File: config.mk
export PLATFORM = sky130hd
export DESIGN_NAME = mixer_seq
export DESIGN_NICKNAME = d
export VERILOG_FILES = /design/src/rtl/mixer_seq_pkg.sv /design/src/rtl/mixer_seq_timer.sv /design/src/rtl/mixer_seq.sv
export SDC_FILE = /design/constraint.sdc
export NUM_CORES = 1
export LEC_CHECK = 0
export ABC_AREA = 1
export BUFFER_PORTS_ARGS = -buffer_cell sky130_fd_sc_hd__buf_4
export CORE_UTILIZATION = 56
export DETAILED_ROUTE_END_ITERATION = 8
export GPL_ROUTABILITY_DRIVEN = 0
export GPL_TIMING_DRIVEN = 0
export PLACE_DENSITY = 0.8
export RECOVER_POWER = 100
export SETUP_SLACK_MARGIN = 0.05
export SLEW_MARGIN = 20
export SYNTH_ARGS = -nofsm -noshare
export SYNTH_HDL_FRONTEND = slang
export SYNTH_SLANG_ARGS = --single-unit
File: constraint.sdc
create_clock -name clk -period 2.4 [get_ports clk]
set_clock_uncertainty 0.1 [all_clocks]
set_input_delay 0.12 -clock clk [delete_from_list [all_inputs] [get_ports clk]]
set_output_delay 0.12 -clock clk [all_outputs]
set_load 0.005 [all_outputs]
File: src/rtl/mixer_seq_pkg.sv
// Shared constants for the mixer power sequencer: register map, CTRL bit positions
// and the FSM state encoding visible through STATUS.
package mixer_seq_pkg;

  localparam int unsigned MIXSEQ_ADDR_W = 3;

  localparam logic [MIXSEQ_ADDR_W-1:0] ADDR_CTRL   = 3'd0;
  localparam logic [MIXSEQ_ADDR_W-1:0] ADDR_T1     = 3'd1;
  localparam logic [MIXSEQ_ADDR_W-1:0] ADDR_T2     = 3'd2;
  localparam logic [MIXSEQ_ADDR_W-1:0] ADDR_BSEL   = 3'd3;
  localparam logic [MIXSEQ_ADDR_W-1:0] ADDR_STATUS = 3'd4;

  localparam int unsigned CTRL_UP_BIT   = 0;
  localparam int unsigned CTRL_DOWN_BIT = 1;

  typedef enum logic [2:0] {
    StOff   = 3'd0,
    StUpPd  = 3'd1,
    StUpOta = 3'd2,
    StOn    = 3'd3,
    StDnBuf = 3'd4,
    StDnOta = 3'd5
  } state_e;

  // Busy while a timed transition is in progress.
  function automatic logic is_busy(state_e s);
    return !(s == StOff || s == StOn);
  endfunction

endpackage

File: src/rtl/mixer_seq_timer.sv
// Loadable saturating down-counter that times the settling gap of each sequencer step.
module mixer_seq_timer #(
  parameter int unsigned CntW = 16
) (
  input  logic            clk_i,
  input  logic            rst_ni,
  input  logic            load_i,
  input  logic [CntW-1:0] load_val_i,
  output logic [CntW-1:0] value_o,
  output logic            zero_o
);

  logic [CntW-1:0] value_d, value_q;

  always_comb begin
    value_d = value_q;
    if (load_i) begin
      value_d = load_val_i;
    end else if (value_q != '0) begin
      value_d = value_q - CntW'(1);
    end
  end

  always_ff @(posedge clk_i or negedge rst_ni) begin
    if (!rst_ni) begin
      value_q <= '0;
    end else begin
      value_q <= value_d;
    end
  end

  assign value_o = value_q;
  assign zero_o  = (value_q == '0);

endmodule

File: src/rtl/mixer_seq.sv
// Timed power-up/down sequencer for the mixer pd/ota/buff pins, programmed over a
// simple valid/ready register bus.
module mixer_seq
  import mixer_seq_pkg::*;
#(
  parameter int unsigned DATA_W = 32,
  parameter int unsigned CNT_W  = 16
) (
  input  logic                     clk,
  input  logic                     rst_n,
  input  logic                     valid,
  input  logic [MIXSEQ_ADDR_W-1:0] address,
  input  logic [DATA_W-1:0]        wdata,
  input  logic                     wstrb,
  output logic [DATA_W-1:0]        rdata,
  output logic                     ready,
  output logic                     done,
  output logic                     pd,
  output logic                     ota,
  output logic [1:0]               buff
);

  state_e            state_d, state_q;
  logic [CNT_W-1:0]  t1_d, t1_q, t2_d, t2_q;
  logic [1:0]        bsel_d, bsel_q;
  logic              pd_d, pd_q, ota_d, ota_q, done_d, done_q, ready_q;
  logic [1:0]        buff_d, buff_q;
  logic [DATA_W-1:0] rdata_d, rdata_q;

  logic             wr, rd, cmd_up, cmd_dn, up_only, bsel_wr;
  logic             tmr_load, tmr_zero;
  logic [CNT_W-1:0] tmr_val, tmr_value_unused;
  logic             unused_wdata;

  assign wr      = valid & wstrb;
  assign rd      = valid & ~wstrb;
  assign cmd_up  = wr && (address == ADDR_CTRL) && wdata[CTRL_UP_BIT];
  assign cmd_dn  = wr && (address == ADDR_CTRL) && wdata[CTRL_DOWN_BIT];
  assign up_only = cmd_up & ~cmd_dn;
  assign bsel_wr = wr && (address == ADDR_BSEL);

  assign unused_wdata = ^wdata[DATA_W-1:CNT_W];

  mixer_seq_timer #(
    .CntW(CNT_W)
  ) u_timer (
    .clk_i      (clk),
    .rst_ni     (rst_n),
    .load_i     (tmr_load),
    .load_val_i (tmr_val),
    .value_o    (tmr_value_unused),
    .zero_o     (tmr_zero)
  );

  // Register file and read path.
  always_comb begin
    t1_d    = t1_q;
    t2_d    = t2_q;
    bsel_d  = bsel_q;
    rdata_d = '0;
    if (wr && address == ADDR_T1) t1_d = wdata[CNT_W-1:0];
    if (wr && address == ADDR_T2) t2_d = wdata[CNT_W-1:0];
    if (bsel_wr)                  bsel_d = wdata[1:0];
    if (rd) begin
      case (address)
        ADDR_T1:     rdata_d = DATA_W'(t1_q);
        ADDR_T2:     rdata_d = DATA_W'(t2_q);
        ADDR_BSEL:   rdata_d = DATA_W'(bsel_q);
        ADDR_STATUS: rdata_d = DATA_W'({is_busy(state_q), state_q});
        default:     rdata_d = '0;
      endcase
    end
  end

  // Sequencer FSM; commands take priority over timer expiry in the same cycle.
  always_comb begin
    state_d  = state_q;
    pd_d     = pd_q;
    ota_d    = ota_q;
    buff_d   = buff_q;
    done_d   = 1'b0;
    tmr_load = 1'b0;
    tmr_val  = t1_q;
    unique case (state_q)
      StOff: begin
        if (up_only) begin
          state_d  = StUpPd;
          pd_d     = 1'b0;
          tmr_load = 1'b1;
          tmr_val  = t1_q;
        end
      end
      StUpPd: begin
        if (cmd_dn) begin
          state_d  = StDnOta;
          tmr_load = 1'b1;
          tmr_val  = t1_q;
        end else if (tmr_zero) begin
          state_d  = StUpOta;
          ota_d    = 1'b1;
          tmr_load = 1'b1;
          tmr_val  = t2_q;
        end
      end
      StUpOta: begin
        if (cmd_dn) begin
          state_d  = StDnBuf;
          tmr_load = 1'b1;
          tmr_val  = t2_q;
        end else if (tmr_zero) begin
          state_d = StOn;
          buff_d  = bsel_d;
          done_d  = 1'b1;
        end
      end
      StOn: begin
        if (cmd_dn) begin
          state_d  = StDnBuf;
          buff_d   = 2'd0;
          tmr_load = 1'b1;
          tmr_val  = t2_q;
        end else if (bsel_wr) begin
          buff_d = wdata[1:0];
        end
      end
      StDnBuf: begin
        if (up_only) begin
          state_d  = StUpOta;
          tmr_load = 1'b1;
          tmr_val  = t2_q;
        end else if (tmr_zero) begin
          state_d  = StDnOta;
          ota_d    = 1'b0;
          tmr_load = 1'b1;
          tmr_val  = t1_q;
        end
      end
      StDnOta: begin
        if (up_only) begin
          state_d  = StUpPd;
          tmr_load = 1'b1;
          tmr_val  = t1_q;
        end else if (tmr_zero) begin
          state_d = StOff;
          pd_d    = 1'b1;
          done_d  = 1'b1;
        end
      end
      default: begin
        state_d = StOff;
        pd_d    = 1'b1;
        ota_d   = 1'b0;
        buff_d  = 2'd0;
      end
    endcase
  end

  always_ff @(posedge clk or negedge rst_n) begin
    if (!rst_n) begin
      state_q <= StOff;
      t1_q    <= '0;
      t2_q    <= '0;
      bsel_q  <= 2'd0;
      pd_q    <= 1'b1;
      ota_q   <= 1'b0;
      buff_q  <= 2'd0;
      done_q  <= 1'b0;
      ready_q <= 1'b0;
      rdata_q <= '0;
    end else begin
      state_q <= state_d;
      t1_q    <= t1_d;
      t2_q    <= t2_d;
      bsel_q  <= bsel_d;
      pd_q    <= pd_d;
      ota_q   <= ota_d;
      buff_q  <= buff_d;
      done_q  <= done_d;
      ready_q <= valid;
      rdata_q <= rdata_d;
    end
  end

  assign rdata = rdata_q;
  assign ready = ready_q;
  assign done  = done_q;
  assign pd    = pd_q;
  assign ota   = ota_q;
  assign buff  = buff_q;

endmodule
==> flow_metrics.env, run 1 <==
export IMPL_grt_pass1_vias=3605
export IMPL_swShare=0.3818
export IMPL_coreArea_um2=6944
export IMPL_outcome="finished, final reports clean"
export IMPL_cts_hold_buf=18
export IMPL_grt_pass1_wl_mm=16.65
export IMPL_grt_usage=0.2864
export IMPL_ir_worst_vdd_v=0.0003631
export IMPL_r2r_cells=14
export IMPL_grt_max_degree=76
export IMPL_critical_path_most_common_cell="nand2_1"
export IMPL_first_iter_violations=294
export IMPL_yosysTopAreaCell="dfrtp_1"
export IMPL_die_h_um=87.53
export IMPL_synth_cell_types=36
export IMPL_die_area_um2=7662
export IMPL_relSlewSlack=0.3749
export IMPL_cts_buffer_depth=2
export IMPL_yosysMostFrequentCell="nand2_1"
export IMPL_crit_buf_inv=4
export IMPL_syn_inst=528
export IMPL_worstSetupPathType="reg -> reg"
export IMPL_synth_avg_cell_area_um2=7.758
export IMPL_cpPeakStageDelay_ns=0.40
export IMPL_drv_slew=0
export IMPL_fin_crit_sh=0.8983
export IMPL_fillers=567
export IMPL_numCtsBuffers=9
export IMPL_multi_input_area_um2=1819
export IMPL_clock_sinks=75
export IMPL_fp_dieW_um=87.53
export IMPL_clock_latency_ns=0.36
export IMPL_p_int_uw=2489
export IMPL_grt_setup_unrepaired="no"
export IMPL_postLayoutSetupSlackWorst_ns=0.2441
export IMPL_fmax_mhz=463.8
export IMPL_vias=3743
export IMPL_setup_viol=0
export IMPL_syn_to_final_growth_pct=20.40
export IMPL_ant_nets=0
export IMPL_critical_path_slowest_cell="dfrtp_1"
export IMPL_clock_power_share=0.213
export IMPL_crit_fanout=10
export IMPL_pre_cts_ws_ns=0.3678
export IMPL_place_area_um2=4603
export IMPL_cts_resized=0
export IMPL_critical_path_top_delay_family="simple AND/OR/NAND/NOR gates"
export IMPL_ys_seq_area_frac=0.4585
export IMPL_io_buffers=44
export IMPL_hpwlAfterDp_mm=6.939
export IMPL_pwr_share_comb=0.324
export IMPL_p_sw_uw=1538
export IMPL_cp_start_kind="register"
export IMPL_io_pins=77
export IMPL_path_clk_slew_ns=0.08
export IMPL_seq_area_um2=1878
export IMPL_hp_start="wdata[1]"
export IMPL_r2r_start="u_timer.value_o[0]$_DFFE_PN0P_"
export IMPL_pwr_density_cell_nw_per_um2=816.5
export IMPL_layout_min_cycle_time_ns=2.156
export IMPL_antenna_found_initial=0
export IMPL_viasPerCell=5.228
export IMPL_drcViolationCount=0
export IMPL_power_total_uw=4027
export IMPL_wl_per_cell_um=13.72
export IMPL_cts_setup_buffers=0
export IMPL_rrSetupSlack_ns=0.24
export IMPL_cts_tree="built"
export IMPL_holdPathEnd="buff[1]$_DFFE_PN0P_"
export IMPL_rows=30
export IMPL_maxCapViolations=0
export IMPL_drive_above_1_share=0.1726
export IMPL_syn_cell_area_um2=4096
export IMPL_leakage_uw=0.002512
export IMPL_start_util=0.5899
export IMPL_nets=657
export IMPL_synthFlopType="dfrtp_1"
export IMPL_synth_top_area_frac=0.4520
export IMPL_tightest_slew_ns=0.9376
export IMPL_p_seq_frac=0.463
export IMPL_synth_top_cells_by_area="dfrtp_1 (45%), nand2_1 (15%), o21ai_0 (5.7%)"
export IMPL_worstPathRequired_ns=2.56
export IMPL_min_path_cells=3
export IMPL_ctsHtreeMaxLevel=3
export IMPL_root_buffer="clkbuf_8"
export IMPL_grt_overflow=0
export IMPL_yosysWarnings=0
export IMPL_cp_cell_sequence="inv_1 -> ha_1 -> inv_1 -> nor2_1 -> nand2_1 -> nor2_2 -> nand2_1 -> nand2_1 -> nand2_2 -> nand2_4 -> clkbuf_2 -> nand3_1 -> nand2_1 -> inv_1"
export IMPL_fin_area_um2=4932
export IMPL_holdCritPathClass="in -> reg"
export IMPL_async_flop_share=1.000
export IMPL_drt_pass1_iterations=5
export IMPL_tns_ns=0
export IMPL_hold_viol_final=0
export IMPL_wl_mm=9.826
export IMPL_arrival_ns=2.31
export IMPL_antennaDiodeCount=0
export IMPL_critPathCaptureType="register"
export IMPL_synth_edf_count=0
export IMPL_worst_r2r_endpoint="u_timer.value_o[10]$_DFFE_PN0P_"
export IMPL_synth_common_cells="nand2_1 (168), dfrtp_1 (74), inv_1 (53)"
export IMPL_synth_seq_cells=75
[stage by stage]
stage	util	hold slack, ns	std cells
CTS	0.7130	0.002402	716
global route	0.7103	0.01657	716
detailed placement	0.6629	0.1484	683
finish	0.7103	0.004825	716
global placement	0.6629	0.1498	683
floorplan	-	-0.2756	543
[worst min-delay path, stage by stage]
cell and delay, ns:
buf_4 0.13, nand3_1 0.09, a31oi_1 0.09
[cells in the final DEF (no fill, tap or decap), types with 16 or more instances in the layout]
master / synthesis / routed
buf_4: 17 / 36
o21ai_0: 47 / 47
nand3_1: 32 / 33
nand2_1: 168 / 168
a21oi_1: 18 / 18
clkbuf_4: 0 / 23
dlygate4sd3_1: 0 / 18
dfrtp_1: 74 / 74
nor2_1: 43 / 43
conb_1: 1 / 16
inv_1: 53 / 55
[flip-flops by register name (all words and copies together) (netlist names)]
name / count
state_q: 3
bsel_q: 2
ota: 1
t2_q: 16
done: 1
t1_q: 16
ready: 1
rdata: 16
u_timer.value_o: 16
buff: 2
pd: 1
[cells by family (layout without fill, tap and decap cells)]
family / count (synthesis) / count (layout) / share of synthesized area
xor gates and xnor gates: 10 / 10 / 0.02138
DFF: 75 / 75 / 0.4585
adders and majority gates: 2 / 2 / 0.006108
buffers and inverters: 91 / 168 / 0.1081
and+or+nand+nor: 274 / 274 / 0.3057
other: 1 / 16 / 0.0009154
AOI/OAI and AO/OA: 75 / 75 / 0.09927
[area by class of cell]
type	count	share of cell area
sequential	75	0.3808
multi-input combinational	377	0.3688
timing repair buffer	62	0.1027
inverter	60	0.04566
buffer	31	0.04363
clock buffer	9	0.02511
tap	96	0.02435
clock inverter	6	0.008879
[layer usage]
| layer | share of wire | GRT usage | routed length (um) | vias up |
|---|---|---|---|---|
| li1 | - | - | - | 1814 |
| met2 | 0.49 | 0.4645 | 4787 | 163 |
| met4 | 0.021 | 0.1073 | 204 | 0 |
| met5 | 0 | 0 | 0 | - |
| met1 | 0.43 | 0.3822 | 4205 | 1742 |
| met3 | 0.064 | 0.05844 | 629 | 24 |
[worst max-delay path by stage]
stage / start / end / slack [ns] / cells after the start
after floorplan: u_timer.value_o[0]$_DFFE_PN0P_ / buff[0]$_DFFE_PN0P_ / 0.63 / 13
after global placement: u_timer.value_o[0]$_DFFE_PN0P_ / u_timer.value_o[2]$_DFFE_PN0P_ / 0.41 / 13
after detailed placement: u_timer.value_o[0]$_DFFE_PN0P_ / buff[0]$_DFFE_PN0P_ / 0.37 / 13
after CTS: u_timer.value_o[0]$_DFFE_PN0P_ / buff[0]$_DFFE_PN0P_ / 0.34 / 13
after global routing: u_timer.value_o[0]$_DFFE_PN0P_ / u_timer.value_o[11]$_DFFE_PN0P_ / 0.06 / 14
final: u_timer.value_o[0]$_DFFE_PN0P_ / u_timer.value_o[10]$_DFFE_PN0P_ / 0.24 / 14
[power groups by stage]
| stage | clock network [uW] | logic [uW] | registers (uW) |
|---|---|---|---|
| final | 859 | 1300 | 1860 |
| after global routing | 923 | 1520 | 1890 |
| after CTS | 868 | 1320 | 1850 |
| after detailed placement | 0 | 1290 | 1880 |
| after global placement | 0 | 1240 | 1850 |
| after floorplan | 0 | 984 | 1800 |
Note: power is estimated with default switching activity, not from simulation.
==> run 2, diff against run 1 <==
- REMOVE_ABC_BUFFERS: default -> 1
==> flow_metrics.env, run 2 (same netlist as run 1, synthesis figures left out) <==
export IMPL_clock_latency_ns=0.35
export IMPL_antenna_found_initial=0
export IMPL_grt_pass1_vias=3222
export IMPL_outcome="finished with violations"
export IMPL_fin_area_um2=4833
export IMPL_hpwlAfterDp_mm=5.932
export IMPL_root_buffer="clkbuf_8"
export IMPL_antennaDiodeCount=0
export IMPL_clock_sinks=75
export IMPL_grt_overflow=0
export IMPL_cts_tree="built"
export IMPL_crit_fanout=11
export IMPL_numCtsBuffers=9
export IMPL_seq_area_um2=1878
export IMPL_fin_crit_sh=0.8951
export IMPL_arrival_ns=2.32
export IMPL_vias=3586
export IMPL_dp_cells=652
export IMPL_cts_buffer_depth=2
export IMPL_relSlewSlack=-0.2030
export IMPL_final_common_cell="nand2_1"
export IMPL_first_iter_violations=299
export IMPL_fp_dieW_um=87.53
export IMPL_drive_above_1_share=0.1496
export IMPL_rrSetupSlack_ns=0.25
export IMPL_io_pins=77
export IMPL_ir_worst_vdd_v=0.0004041
export IMPL_nets=631
export IMPL_leakage_uw=0.002449
export IMPL_grt_setup_unrepaired="no"
export IMPL_tns_ns=0
export IMPL_multi_input_area_um2=1842
export IMPL_worstPathRequired_ns=2.57
export IMPL_fillers=557
export IMPL_fin_cells=691
export IMPL_pwr_density_cell_nw_per_um2=876.2
export IMPL_grt_usage=0.2612
export IMPL_cp_start_kind="register"
export IMPL_fin_util=0.6960
export IMPL_setup_viol=0
export IMPL_ctsHtreeMaxLevel=3
export IMPL_path_clk_slew_ns=0.08
export IMPL_layout_min_cycle_time_ns=2.148
export IMPL_syn_to_final_growth_pct=17.99
export IMPL_wl_per_cell_um=13.27
export IMPL_fmax_mhz=465.5
export IMPL_io_buffers=44
export IMPL_viasPerCell=5.190
export IMPL_die_area_um2=7662
export IMPL_ant_nets=0
export IMPL_worstSetupPathType="reg -> reg"
export IMPL_failed_checks="max-capacitance violations, max-slew violations"
export IMPL_coreArea_um2=6944
export IMPL_grt_max_degree=76
export IMPL_tightest_slew_ns=1.805
export IMPL_drv_slew=76
export IMPL_final_cell_mix="nand2_1 (167), dfrtp_1 (74), inv_1 (56)"
export IMPL_critPathCaptureType="register"
export IMPL_place_area_um2=4385
export IMPL_start_util=0.5899
export IMPL_drt_pass1_iterations=4
export IMPL_hold_viol_final=0
export IMPL_holdCritPathClass="in -> reg"
export IMPL_maxCapViolations=1
export IMPL_rows=30
export IMPL_die_h_um=87.53
export IMPL_postLayoutSetupSlackWorst_ns=0.2518
export IMPL_pre_cts_ws_ns=-0.1046
export IMPL_grt_pass1_wl_mm=15.17
export IMPL_wl_mm=9.170
export IMPL_drcViolationCount=0
-- run 2: report_power, final --
group	total [uW]	switching, uW	internal (uW)
clock network	1110	512	595
registers	1850	271	1580
logic	1280	760	516
total	4240	1540	2690
-- run 2: final cells by class --
| cell class | instances | share of cell area |
|---|---|---|
| Clock buffer | 9 | 0.02563 |
| Clock inverter | 7 | 0.02071 |
| Inverter | 60 | 0.04660 |
| Multi-Input combinational cell | 377 | 0.3811 |
| Sequential cell | 75 | 0.3886 |
| Tap cell | 96 | 0.02485 |
| Timing Repair Buffer | 67 | 0.1126 |
-- run 2: worst max-delay path, stage by stage (launching register included) --
cell and delay (ns):
dfrtp_1 0.39, inv_1 0.14, ha_1 0.17, inv_1 0.04, nor2_1 0.07, nand2_1 0.08, nor2_4 0.14, nand2_4 0.13
inv_1 0.24, nand2_2 0.06, a21oi_1 0.26, nor2_1 0.07, a31oi_1 0.15
-- run 2: what timing repair did --
item	4_1_cts	5_1_grt
resized for setup	2	3
setup endpoints to repair	15	16
pin swaps	0	1
hold buffers	19	0
setup buffers	0	4
hold endpoints to repair	105	0
-- run 2: through the flow --
step                      power [uW]  hold slack, ns
after floorplan                 2762         -0.2756
after global placement          3051          0.1464
after detailed placement        3118          0.1513
after CTS                       4240          0.1492
after global routing            4544          0.1770
final                           4235          0.1557
-- run 2: final timing paths --
kind | depth (start not counted) | start | endpoint
worst max-delay path | 12 | u_timer.value_o[0]$_DFFE_PN0P_ | buff[0]$_DFFE_PN0P_
worst min-delay path | 3 | address[0] | bsel_q[1]$_DFF_PN0_
worst max register to register | 12 | u_timer.value_o[0]$_DFFE_PN0P_ | buff[0]$_DFFE_PN0P_
worst min register to register | 2 | pd$_DFFE_PN1P_ | pd$_DFFE_PN1P_
max in group asynchronous | 2 | rst_n | u_timer.value_o[5]$_DFFE_PN0P_
min in group asynchronous | 2 | rst_n | ready$_DFF_PN0_
-- run 2: layer usage --
| layer | vias to the layer above | share of wire | GRT usage |
|---|---|---|---|
| li1 | 1758 | - | - |
| met1 | 1681 | 0.45 | 0.3734 |
| met2 | 126 | 0.47 | 0.3942 |
| met3 | 21 | 0.055 | 0.05090 |
| met4 | 0 | 0.019 | 0.1043 |
| met5 | - | 0 | 0 |
